## src/rtl/uart_cmd_master.sv

```systemverilog
// uart_cmd_master: host-side initiator for the UART register/ALU command
// protocol. Serialises one parallel command into a byte frame over a
// valid/ready byte port, then gathers the response bytes (or times out).
module uart_cmd_master #(
   parameter int DATA_WIDTH    = 8,
   parameter int ADDR_WIDTH    = 4,
   parameter int ALU_OUT_WIDTH = 16,
   parameter int TIMEOUT       = 4096
) (
   input  logic                     CLK,
   input  logic                     RST,
   input  logic                     CMD_VLD,
   output logic                     CMD_RDY,
   input  logic [1:0]               CMD_TYPE,
   input  logic [ADDR_WIDTH-1:0]    CMD_ADDR,
   input  logic [DATA_WIDTH-1:0]    CMD_DATA,
   input  logic [DATA_WIDTH-1:0]    CMD_OPB,
   input  logic [3:0]               CMD_FUN,
   output logic [DATA_WIDTH-1:0]    TX_DATA,
   output logic                     TX_VLD,
   input  logic                     TX_RDY,
   input  logic [DATA_WIDTH-1:0]    RX_DATA,
   input  logic                     RX_VLD,
   output logic [ALU_OUT_WIDTH-1:0] RSP_DATA,
   output logic                     RSP_VLD,
   output logic                     RSP_TIMEOUT,
   output logic                     BUSY
);

   localparam int TW = $clog2(TIMEOUT + 1);

   typedef enum logic [1:0] {
      IDLE     = 2'd0,
      SEND     = 2'd1,
      WAIT_RSP = 2'd2
   } state_t;

   state_t                   state_r;
   logic [1:0]               type_r;
   logic [ADDR_WIDTH-1:0]    addr_r;
   logic [DATA_WIDTH-1:0]    data_r;
   logic [DATA_WIDTH-1:0]    opb_r;
   logic [3:0]               fun_r;
   logic [1:0]               byte_idx_r;
   logic                     rx_cnt_r;
   logic [DATA_WIDTH-1:0]    rx_b0_r;
   logic [TW-1:0]            tmo_cnt_r;
   logic [DATA_WIDTH-1:0]    tx_data_r;
   logic                     tx_vld_r;
   logic [ALU_OUT_WIDTH-1:0] rsp_data_r;
   logic                     rsp_vld_r;
   logic                     rsp_timeout_r;
   logic                     busy_r;

   // Byte 'idx' of the frame for a command of type 't'.
   function automatic logic [DATA_WIDTH-1:0] frame_byte(
      input logic [1:0]            t,
      input logic [1:0]            idx,
      input logic [ADDR_WIDTH-1:0] addr,
      input logic [DATA_WIDTH-1:0] data,
      input logic [DATA_WIDTH-1:0] opb,
      input logic [3:0]            fun
   );
      logic [DATA_WIDTH-1:0] b;
      b = {DATA_WIDTH{1'b0}};
      case (t)
         2'b00: begin
            case (idx)
               2'd0:    b = DATA_WIDTH'(8'hAA);
               2'd1:    b = DATA_WIDTH'(addr);
               2'd2:    b = data;
               default: b = {DATA_WIDTH{1'b0}};
            endcase
         end
         2'b01: begin
            case (idx)
               2'd0:    b = DATA_WIDTH'(8'hBB);
               2'd1:    b = DATA_WIDTH'(addr);
               default: b = {DATA_WIDTH{1'b0}};
            endcase
         end
         2'b10: begin
            case (idx)
               2'd0:    b = DATA_WIDTH'(8'hCC);
               2'd1:    b = data;
               2'd2:    b = opb;
               default: b = DATA_WIDTH'(fun);
            endcase
         end
         default: begin
            case (idx)
               2'd0:    b = DATA_WIDTH'(8'hDD);
               2'd1:    b = DATA_WIDTH'(fun);
               default: b = {DATA_WIDTH{1'b0}};
            endcase
         end
      endcase
      return b;
   endfunction

   // Index of the final frame byte for a command of type 't'.
   function automatic logic [1:0] last_idx(input logic [1:0] t);
      logic [1:0] r;
      case (t)
         2'b00:   r = 2'd2;
         2'b01:   r = 2'd1;
         2'b10:   r = 2'd3;
         default: r = 2'd1;
      endcase
      return r;
   endfunction

   // Command FSM: accept, stream frame bytes, collect response or time out.
   always_ff @(posedge CLK or negedge RST) begin
      if (!RST) begin
         state_r       <= IDLE;
         type_r        <= 2'b00;
         addr_r        <= {ADDR_WIDTH{1'b0}};
         data_r        <= {DATA_WIDTH{1'b0}};
         opb_r         <= {DATA_WIDTH{1'b0}};
         fun_r         <= 4'h0;
         byte_idx_r    <= 2'd0;
         rx_cnt_r      <= 1'b0;
         rx_b0_r       <= {DATA_WIDTH{1'b0}};
         tmo_cnt_r     <= {TW{1'b0}};
         tx_data_r     <= {DATA_WIDTH{1'b0}};
         tx_vld_r      <= 1'b0;
         rsp_data_r    <= {ALU_OUT_WIDTH{1'b0}};
         rsp_vld_r     <= 1'b0;
         rsp_timeout_r <= 1'b0;
         busy_r        <= 1'b0;
      end else begin
         rsp_vld_r     <= 1'b0;
         rsp_timeout_r <= 1'b0;
         case (state_r)
            IDLE: begin
               if (CMD_VLD) begin
                  type_r     <= CMD_TYPE;
                  addr_r     <= CMD_ADDR;
                  data_r     <= CMD_DATA;
                  opb_r      <= CMD_OPB;
                  fun_r      <= CMD_FUN;
                  byte_idx_r <= 2'd0;
                  tx_data_r  <= frame_byte(CMD_TYPE, 2'd0, CMD_ADDR, CMD_DATA, CMD_OPB, CMD_FUN);
                  tx_vld_r   <= 1'b1;
                  state_r    <= SEND;
                  busy_r     <= 1'b1;
               end
            end
            SEND: begin
               if (tx_vld_r && TX_RDY) begin
                  if (byte_idx_r == last_idx(type_r)) begin
                     tx_vld_r   <= 1'b0;
                     byte_idx_r <= 2'd0;
                     if (type_r == 2'b00) begin
                        // Writes have no response bytes: complete right away.
                        state_r    <= IDLE;
                        busy_r     <= 1'b0;
                        rsp_vld_r  <= 1'b1;
                        rsp_data_r <= {ALU_OUT_WIDTH{1'b0}};
                     end else begin
                        state_r   <= WAIT_RSP;
                        rx_cnt_r  <= 1'b0;
                        tmo_cnt_r <= {TW{1'b0}};
                     end
                  end else begin
                     byte_idx_r <= byte_idx_r + 2'd1;
                     tx_data_r  <= frame_byte(type_r, byte_idx_r + 2'd1, addr_r, data_r, opb_r, fun_r);
                  end
               end
            end
            WAIT_RSP: begin
               if (RX_VLD) begin
                  // A received byte always beats an expiring timeout.
                  tmo_cnt_r <= {TW{1'b0}};
                  if ((type_r == 2'b01) || rx_cnt_r) begin
                     state_r   <= IDLE;
                     busy_r    <= 1'b0;
                     rsp_vld_r <= 1'b1;
                     rx_cnt_r  <= 1'b0;
                     if (type_r == 2'b01) begin
                        rsp_data_r <= {{(ALU_OUT_WIDTH-DATA_WIDTH){1'b0}}, RX_DATA};
                     end else begin
                        rsp_data_r <= ALU_OUT_WIDTH'({RX_DATA, rx_b0_r});
                     end
                  end else begin
                     rx_b0_r  <= RX_DATA;
                     rx_cnt_r <= 1'b1;
                  end
               end else if (tmo_cnt_r == TW'(TIMEOUT - 1)) begin
                  state_r       <= IDLE;
                  busy_r        <= 1'b0;
                  rsp_timeout_r <= 1'b1;
                  tmo_cnt_r     <= {TW{1'b0}};
                  rx_cnt_r      <= 1'b0;
               end else begin
                  tmo_cnt_r <= tmo_cnt_r + TW'(1);
               end
            end
            default: begin
               state_r  <= IDLE;
               busy_r   <= 1'b0;
               tx_vld_r <= 1'b0;
            end
         endcase
      end
   end

   assign CMD_RDY     = (state_r == IDLE);
   assign TX_DATA     = tx_data_r;
   assign TX_VLD      = tx_vld_r;
   assign RSP_DATA    = rsp_data_r;
   assign RSP_VLD     = rsp_vld_r;
   assign RSP_TIMEOUT = rsp_timeout_r;
   assign BUSY        = busy_r;

endmodule

```

## config.mk

```make
export PLATFORM = sky130hd
export DESIGN_NAME = uart_cmd_master
export DESIGN_NICKNAME = d
export VERILOG_FILES = /design/src/rtl/uart_cmd_master.sv
export SDC_FILE = /design/constraint.sdc
export NUM_CORES = 1
export LEC_CHECK = 0
export CAP_MARGIN = 20
export CORE_UTILIZATION = 40
export CTS_CLUSTER_DIAMETER = 60
export CTS_CLUSTER_SIZE = 25
export DETAILED_ROUTE_END_ITERATION = 12
export GPL_TIMING_DRIVEN = 0
export PLACE_DENSITY_LB_ADDON = 0.08
export SLEW_MARGIN = 20
export SYNTH_ARGS = -nofsm -noshare
export SYNTH_HDL_FRONTEND = slang
export SYNTH_SLANG_ARGS = --single-unit
```

## constraint.sdc

```tcl
create_clock -name CLK -period 5.5 [get_ports CLK]
set_input_delay 0.55 -clock CLK [delete_from_list [all_inputs] [get_ports CLK]]
set_output_delay 0.55 -clock CLK [all_outputs]
set_load 0.03 [all_outputs]
```

==> reports/metrics.cfg, run 1 <==
[outcome]
status=complete, no violations

[floorplan]
fp-row-count=37
start_util_pct=41.84
fp.coreArea_mm2=0.01046
dieArea_mm2=0.01137
ioPinCount=68
die_x_um=106.6
die_height_um=106.6

[critical_path]
cp_max_fo=10
cp_slowest_cell=nand4_1
path_common_cell=clkbuf_1
cpPeakStageDelay_ps=460
crit_type=reg2reg
cp_data_required_time_ps=5780
cp-end-kind=flop
crit_chain=inv_1 -> ha_1 -> clkbuf_1 -> nor2b_1 -> clkbuf_1 -> nand4_1 -> o211ai_1
critPathBufInv=3
cp.arrival_ps=2880
cpLargestDelayFamily=buffers and inverters
crit_path_start_kind=flop

[cells_and_area]
fin_cells=624
layout-drive-gt1-share_pct=18.44
area_growth_pct=24.29
num_antenna_cells=0
nFillCells=1012
num-nets-final=531

[timing]
finalSetupTns_ps=0
finalHoldViolations=0
post-route-min-period_ps=2600
min_period_over_period_pct=47.28
skew_ps=12.09
rsz0062_at_grt=false
setup_viol=0
whs_ps=117.5
worstMarginPinSlew_ps=693.8
drv_slew=0
clock.fmax_ghz=0.3846
slew_headroom_pct=52.55

[grt]
antenna_found_initial=0
grt_pass1_wl_mm=17.95
grt.total_usage_pct=20.28
grt_max_degree=52
overflow=0
grt_pass1_vias=3480

[synth]
synth_seq_cells=80
synthTopCellsByArea=dfrtp_1, mux2_2, nand2_1, mux2_4, ha_1
ys.warnings.count=0
synthCells=404
synth_edf_count=0
ys_top_cells_by_count=dfrtp_1, mux2_2, nand2_1, clkbuf_1, inv_1
synthMuxAreaShare_pct=16.75
async_reset_ff_share_pct=100.0
synth_xor_xnor_area_share_pct=0.2001
syn_avg_cell_area_um2=10.84
yosys.area_share.simple_pct=14.38
synthFlopType=dfrtp_1
yosys.area.top_type=dfrtp_1
synth_area_mm2=0.004378
synth_top_family_by_area=multiplexers
synthAdderAreaFrac_pct=2.572
yosysMostFrequentCell=dfrtp_1
ys_types=67
seq_area_frac_synth_pct=45.73
synth-compound-area-share_pct=16.15
synth_top_area_share_pct=45.73
synth_nets=452

[route]
drtPass1Iterations=4
routedWlPerCell_um=17.21
drt_wl_total_mm=10.74
viasPerCell=5.554
ant_nets=0
drtIter0Drc=180
drc_errors=0
route.vias.total=3466

[cts]
cts_buffers=9
insertion_delay_ps=370
cts_tree=done
cts_root_buf=clkbuf_8
clkSinkCount=80
hold_buffers=0
ctsHtreeMaxLevel=3
ctsResizeCount=0
cts_setup_buffers=0
cts_buffer_depth=2
path_clk_slew_ps=80

[power]
totalPowerFinal_uw=2937
ir_drop_mv=0.2443
leakage_uw=0.002287
powerDensity_mw_per_mm2=539.8

[placed_design]
dp_cells=608
gp_routability_congestion=0.8434
hpwl_mm=7.725
port_buffers=67

[job]
maxCapViolCount=0

[worst_hold_path]
min_path_type=in2async

==> state kept, by name, summed over array words and instances, names as in the netlist <==
signal / count
TX_VLD: 1
state_r: 2
tmo_cnt_r: 13
BUSY: 1
type_r: 2
RSP_DATA: 16
addr_r: 4
opb_r: 8
fun_r: 4
rx_cnt_r: 1
RSP_TIMEOUT: 1
byte_idx_r: 2
TX_DATA: 8
data_r: 8
rx_b0_r: 8
RSP_VLD: 1
==> worst reg2reg max path, cell delays in order (launching register included) <==
cell      delay (ps)
dfrtp_1          400
inv_1             80
ha_1             260
clkbuf_1         350
nor2b_1          260
clkbuf_1         390
nand4_1          460
o211ai_1         300
==> power by group <==
| group | internal (µW) | switching [µW] |
|---|---|---|
| combinational | 687 | 805 |
| clock | 211 | 231 |
| sequential | 825 | 177 |
==> cells in the final DEF, fill, tap and decap left out, types with 3 or more instances in the layout <==
master | netlist | final
clkbuf_8 | 0 | 9
a31oi_1 | 6 | 6
dfrtp_1 | 80 | 80
a21boi_0 | 8 | 8
a21o_1 | 3 | 3
clkbuf_1 | 17 | 18
and2_1 | 4 | 4
clkdlybuf4s50_1 | 0 | 66
a211o_1 | 3 | 3
mux2_2 | 50 | 50
o31ai_1 | 6 | 6
nand2_1 | 41 | 41
nand4_1 | 4 | 4
nand3_1 | 8 | 8
nand4b_1 | 3 | 3
inv_1 | 15 | 15
clkinvlp_4 | 0 | 3
nand2b_1 | 9 | 9
o21ai_0 | 13 | 13
o22ai_1 | 7 | 7
a41oi_1 | 4 | 4
and3b_1 | 4 | 4
and3_1 | 10 | 10
nor2b_1 | 5 | 5
o211ai_1 | 5 | 5
mux2_4 | 10 | 10
a221oi_1 | 3 | 3
a21oi_1 | 8 | 8
a221o_1 | 3 | 3
nor2_1 | 10 | 10
a311oi_1 | 5 | 5
ha_1 | 9 | 9
==> per-stage QoR <==
| step | setup WS (ps) | instance area, µm² | util (%) |
|---|---|---|---|
| 2_1_floorplan | 3430 | 4378 | - |
| 3_3_place_gp | 902.4 | 5219 | 49.88 |
| 3_5_place_dp | 2834 | 5244 | 50.12 |
| 4_1_cts | 2878 | 5441 | 52.01 |
| 5_1_grt | 2523 | 5441 | 52.01 |
| 6_report | 2900 | 5441 | 52.01 |
==> area by class of cell <==
| type | count | area (µm²) | area share (%) |
|---|---|---|---|
| Timing Repair Buffer | 68 | 695.7 | 12.78 |
| Inverter | 15 | 56.30 | 1.035 |
| Sequential cell | 80 | 2002 | 36.79 |
| Tap cell | 136 | 170.2 | 3.127 |
| Clock buffer | 10 | 127.6 | 2.345 |
| Multi-Input combinational cell | 284 | 2191 | 40.26 |
| Clock inverter | 6 | 70.07 | 1.288 |
| Buffer | 25 | 128.9 | 2.368 |
==> path summary, 6_finish.rpt <==
path	start	endpoint	slack (ps)	cells past startpoint
max	state_r[0]	tmo_cnt_r[2]	2900	7
min	RST	tmo_cnt_r[8]	120	1
max reg2reg	state_r[0]	tmo_cnt_r[2]	2900	7
min reg2reg	tmo_cnt_r[12]	RSP_TIMEOUT	460	1
max in group asynchronous	RST	TX_DATA[2]	4800	2
min in group CLK	tmo_cnt_r[12]	RSP_TIMEOUT	460	1
==> layer usage <==
metal,share of wire (%),global-route usage (%)
met1,47,27.58
met2,47,31.98
met3,4.5,4.438
met4,1.4,6.751
met5,0,0
==> cell families after synthesis <==
family                   Yosys count
AND/OR/NAND/NOR                  116
AO/OA/AOI/OAI                     96
flip-flops                        80
multiplexers                      62
buffers and inverters             40
adder cells (fa/ha/maj)            9
XOR/XNOR                           1
Note: power is estimated with default switching activity, not from simulation.
==> run 2, diff against run 1 <==
==> constraint.sdc (replaced) <==
create_clock -name CLK -period 2.2 [get_ports CLK]
set_input_delay 0.22 -clock CLK [delete_from_list [all_inputs] [get_ports CLK]]
set_output_delay 0.22 -clock CLK [all_outputs]
set_load 0.03 [all_outputs]
==> run 2 against run 1 <==
Compared with the run above: die area did not move; final cell count rose by 0.96%; power rose to 2.6 times the previous value; flip-flop and latch count did not move; highest routed layer unchanged.
==> reports/metrics.cfg, run 2 (synthesis gave the netlist of run 1 again) <==
[timing]
min_period_over_period_pct=97.92  ; +51 points
drv_slew=0  ; unchanged
slew_headroom_pct=54.32  ; +1.8 points
finalHoldViolations=0  ; unchanged
post-route-min-period_ps=2154  ; -446.2 ps
worstMarginPinSlew_ps=681.5  ; -12.30 ps
skew_ps=13.99  ; +1.904 ps
rsz0062_at_grt=true
setup_viol=0  ; unchanged
clock.fmax_ghz=0.4642  ; +21%

[placed_design]
place_area_mm2=0.005244  ; unchanged
port_buffers=67  ; unchanged
gp_routability_congestion=0.8434  ; unchanged
hpwl_mm=7.725  ; unchanged
dp_cells=608  ; unchanged

[cts]
cts_buffers=9  ; unchanged
path_clk_slew_ps=80  ; about the same
cts_tree=done
cts_root_buf=clkbuf_8
insertion_delay_ps=370  ; about the same
clkSinkCount=80  ; unchanged
ctsHtreeMaxLevel=3  ; unchanged
cts_buffer_depth=2  ; unchanged

[grt]
grt_pass1_vias=3510  ; +0.86%
overflow=0  ; unchanged
grt.total_usage_pct=20.44  ; +0.16 points
grt_max_degree=52  ; unchanged
grt_pass1_wl_mm=18.10  ; +0.81%
antenna_found_initial=0  ; unchanged

[route]
routedWlPerCell_um=17.29  ; +0.43%
drtIter0Drc=178  ; -1.1%
drc_errors=0  ; unchanged
drt_wl_total_mm=10.89  ; +1.4%
ant_nets=0  ; unchanged
route.vias.total=3513  ; +1.4%
viasPerCell=5.576  ; +0.39%
drtPass1Iterations=4  ; unchanged

[cells_and_area]
stdcell_area_mm2=0.005602  ; +2.9%
num_antenna_cells=0  ; unchanged
fin_cells=630  ; +0.96%
layout-drive-gt1-share_pct=24.29  ; +5.8 points
num-nets-final=537  ; +1.1%
nFillCells=1004  ; -0.79%
final_common_cell=dfrtp_1
area_growth_pct=27.95
layout_common_cells=dfrtp_1, clkdlybuf4s50_1, mux2_2
largest_reg_flops=16  ; unchanged

[critical_path]
crit_type=reg2reg
path_common_cell=buf_6
cpPeakStageDelay_ps=400  ; -60 ps
crit_path_start_kind=flop
cp-end-kind=flop
cp.arrival_ps=2410  ; -470 ps
cp_data_required_time_ps=2450  ; -3330 ps
cp_slowest_cell=dfrtp_1
crit_chain=buf_6 -> or2_4 -> a211o_1 -> a221o_1 -> buf_6 -> buf_12 -> mux2_4
cp_max_fo=10  ; unchanged

[job]
maxCapViolCount=0  ; unchanged

[floorplan]
start_util_pct=41.84  ; unchanged
fp-row-count=37  ; unchanged
die_height_um=106.6  ; unchanged
ioPinCount=68  ; unchanged
die_x_um=106.6  ; unchanged
fp.coreArea_mm2=0.01046  ; unchanged
dieArea_mm2=0.01137  ; unchanged

[outcome]
status=complete, no violations

[power]
totalPowerFinal_uw=7544  ; +160%
powerDensity_mw_per_mm2=1347  ; +150%
ir_drop_mv=0.6212  ; +150%
leakage_uw=0.002377  ; +3.9%

[worst_hold_path]
min_path_type=in2async

-- run 2: changes by cell type in the layout (fill, tap and decap cells not counted), moves of 3 or more --
cell | before | now
ha_2 | 0 | 3
clkbuf_1 | 18 | 7
ha_1 | 9 | 6
clkbuf_2 | 1 | 5
clkbuf_4 | 0 | 5
buf_4 | 1 | 8
-- run 2: path summary, 6_finish.rpt --
check	depth (start not counted)	from	endpoint	slack (ps)
min in group CLK	2	CMD_OPB[2]	opb_r[2]	460
worst max-delay path	7	type_r[1]	RSP_DATA[10]	50
worst min register to register	1	tmo_cnt_r[12]	RSP_TIMEOUT	470
worst min-delay path	2	RST	tmo_cnt_r[8]	340
max in group asynchronous	3	RST	rx_cnt_r	1270
worst max register to register	7	type_r[1]	RSP_DATA[10]	50
-- run 2: cell type report --
| class | instances | area [µm²] | area share, % |
|---|---|---|---|
| Buffer | 24 | 155.1 | 2.770 |
| Clock buffer | 10 | 127.6 | 2.278 |
| Clock inverter | 6 | 70.07 | 1.251 |
| Inverter | 15 | 56.30 | 1.005 |
| Multi-Input combinational cell | 284 | 2265 | 40.43 |
| Sequential cell | 80 | 2004 | 35.78 |
| Tap cell | 136 | 170.2 | 3.038 |
| Timing Repair Buffer | 75 | 753.2 | 13.45 |
-- run 2: critical path: cells and delay by family, from the launching register on --
kind                   cells  cell delay (ps)
DFF                        1              400
muxes                      1              290
and+or+nand+nor            1              270
AOI/OAI and AO/OA          2              630
buffers and inverters      3              450
-- run 2: power by group --
part	leakage (µW)	total [µW]	switching, µW	internal, µW
sequential	0.00101	2510	444	2070
combinational	0.00128	3920	2080	1850
clock	0.0000887	1110	582	528
-- run 2: routing by layer --
layer  routed length (µm)  vias to the layer above  GRT usage (%)
met2                 5150                       97          32.26
met1                 5137                     1740          27.60
li1                     -                     1668              -
met4                   90                        0          7.241
met3                  511                        8          4.498
met5                    0                        -              0
-- run 2: timing repair --
action | 4_1_cts | 5_1_grt
pin swaps | 1 | 2
resized for setup | 14 | 34
gates cloned | 0 | 0
hold buffers | 1 | 0
endpoints found under the hold margin | 29 | 0
setup buffers | 1 | 5
setup endpoints to repair | 23 | 61
-- run 2: metrics by stage --
step           hold slack, ps  setup TNS, ps  setup WS (ps)  utilization, %
2_1_floorplan          -75.59              0          130.0               -
3_3_place_gp            458.0        -170670          -2068           49.88
3_5_place_dp            187.4          -6513         -402.2           50.12
4_1_cts                 333.9              0          9.746           52.49
5_1_grt                 363.2         -21.80         -20.07           53.54
6_report                336.9              0          45.77           53.54
==> run 3, diff against run 2 <==
--- a/config.mk
+++ b/config.mk
@@ -11,7 +11,7 @@
 export CTS_CLUSTER_SIZE = 25
 export DETAILED_ROUTE_END_ITERATION = 12
 export GPL_TIMING_DRIVEN = 0
-export PLACE_DENSITY_LB_ADDON = 0.08
+export PLACE_DENSITY = 0.67
 export SLEW_MARGIN = 20
 export SYNTH_ARGS = -nofsm -noshare
 export SYNTH_HDL_FRONTEND = slang
==> run 3 against run 2 <==
Compared with the run above: register-to-register slack improved by 30 ps; global-route usage fell by 0.74 points; utilization down 0.83 points; critical path type unchanged; critical endpoint is now RSP_DATA[8]; largest power group unchanged.
==> reports/metrics.cfg, run 3 (synthesis gave the netlist of run 1 again) <==
[route]
route.vias.total=3574  ; +1.7%
ant_nets=0  ; unchanged
drtPass1Iterations=5  ; +1
drtIter0Drc=165  ; -7.3%
drt_wl_total_mm=10.58  ; -2.8%
drc_errors=0  ; unchanged
viasPerCell=5.728  ; +2.7%
routedWlPerCell_um=16.96  ; -1.9%

[power]
powerDensity_mw_per_mm2=1329  ; -1.3%
totalPowerFinal_uw=7328  ; -2.9%
ir_drop_mv=0.5706  ; -8.1%
leakage_uw=0.002348  ; -1.2%

[critical_path]
cp_data_required_time_ps=2440  ; about the same
crit_path_start_kind=flop
crit_type=reg2reg
cp-end-kind=flop
cp.arrival_ps=2360  ; -50 ps
cp_max_fo=10  ; unchanged

[worst_hold_path]
min_path_type=in2async

[grt]
grt.total_usage_pct=19.70  ; -0.74 points
grt_max_degree=45  ; -13%
grt_pass1_vias=3524  ; +0.40%
overflow=0  ; unchanged
grt_pass1_wl_mm=17.69  ; -2.2%
antenna_found_initial=0  ; unchanged

[cells_and_area]
area_growth_pct=25.98
layout_common_cells=dfrtp_1, clkdlybuf4s50_1, mux2_2
stdcell_area_mm2=0.005515  ; -1.5%
final_common_cell=dfrtp_1
num-nets-final=532  ; -0.93%
num_antenna_cells=0  ; unchanged
layout-drive-gt1-share_pct=23.16  ; -1.1 points
largest_reg_flops=16  ; unchanged

[cts]
ctsHtreeMaxLevel=3  ; unchanged
insertion_delay_ps=360  ; about the same
clkSinkCount=80  ; unchanged
cts_tree=done
path_clk_slew_ps=80  ; about the same
cts_buffers=9  ; unchanged
cts_root_buf=clkbuf_8
cts_buffer_depth=2  ; unchanged

[timing]
slew_headroom_pct=52.29  ; -2.0 points
skew_ps=11.86  ; -2.138 ps
clock.fmax_ghz=0.4707  ; +1.4%
setup_viol=0  ; unchanged
min_period_over_period_pct=96.58  ; -1.3 points
finalHoldViolations=0  ; unchanged
drv_slew=0  ; unchanged
post-route-min-period_ps=2125  ; -29.56 ps
worstMarginPinSlew_ps=711.7  ; +30.24 ps

[job]
maxCapViolCount=0  ; unchanged

[floorplan]
die_x_um=106.6  ; unchanged
ioPinCount=68  ; unchanged
fp-row-count=37  ; unchanged
start_util_pct=41.84  ; unchanged
die_height_um=106.6  ; unchanged
dieArea_mm2=0.01137  ; unchanged
fp.coreArea_mm2=0.01046  ; unchanged

[placed_design]
hpwl_mm=7.571  ; -2.0%
gp_routability_congestion=0.8762  ; +3.9%
port_buffers=67  ; unchanged
place_area_mm2=0.005244  ; unchanged

[outcome]
status=complete, no violations

run 3: routing by layer:
metal	global-route usage, %	up-vias	wire (µm)
met3	4.924	21	620
met5	0	-	0
met2	31.47	124	5108
met1	25.94	1771	4624
li1	-	1658	-
met4	6.947	0	228
run 3: worst max-delay path, stage by stage, from the launching register on:
cell	delay, ps
dfrtp_1	410
buf_6	150
or2_4	260
a211o_1	270
a221o_1	330
buf_6	150
buf_12	150
mux2_4	290
run 3: path summary, 6_finish.rpt:
check / slack, ps / to / depth (start not counted) / startpoint
max in group asynchronous: 1240 / addr_r[2] / 3 / RST
min in group CLK: 470 / opb_r[3] / 2 / CMD_OPB[3]
setup / recovery: 80 / RSP_DATA[8] / 7 / type_r[1]
setup reg to reg: 80 / RSP_DATA[8] / 7 / type_r[1]
hold reg to reg: 480 / RSP_TIMEOUT / 1 / tmo_cnt_r[12]
hold / removal: 370 / tmo_cnt_r[9] / 2 / RST
run 3: layout make-up:
cell class / instances / area [µm²]
fill: 946 / 4947
multi-input combinational: 284 / 2257
sequential: 80 / 2004
timing repair buffer: 71 / 720.7
tap: 136 / 170.2
buffer: 23 / 143.9
clock buffer: 10 / 127.6
inverter: 15 / 56.30
clock inverter: 5 / 35.03
run 3: what timing repair did:
action,in CTS,in global routing
endpoints found under the hold margin,36,0
endpoints found under the setup margin,22,48
pin swaps,1,1
resized for setup,12,28
cloned,0,0
hold buffers,1,0
setup buffers,1,1
run 3: through the flow:
step	setup WS, ps	utilization (%)	cells	hold WS, ps	setup TNS (ps)
global route	-2.930	52.71	624	399.6	-2.930
detailed placement	-409.3	50.12	608	221.7	-5315
finish	75.32	52.71	624	372.3	0
floorplan	130.0	-	404	-75.59	0
global placement	-1934	49.88	607	454.4	-159020
CTS	14.78	52.13	624	379.0	0
run 3: power by group:
group | switching (µW) | internal, µW
clock | 537 | 404
combinational | 2050 | 1820
sequential | 445 | 2070
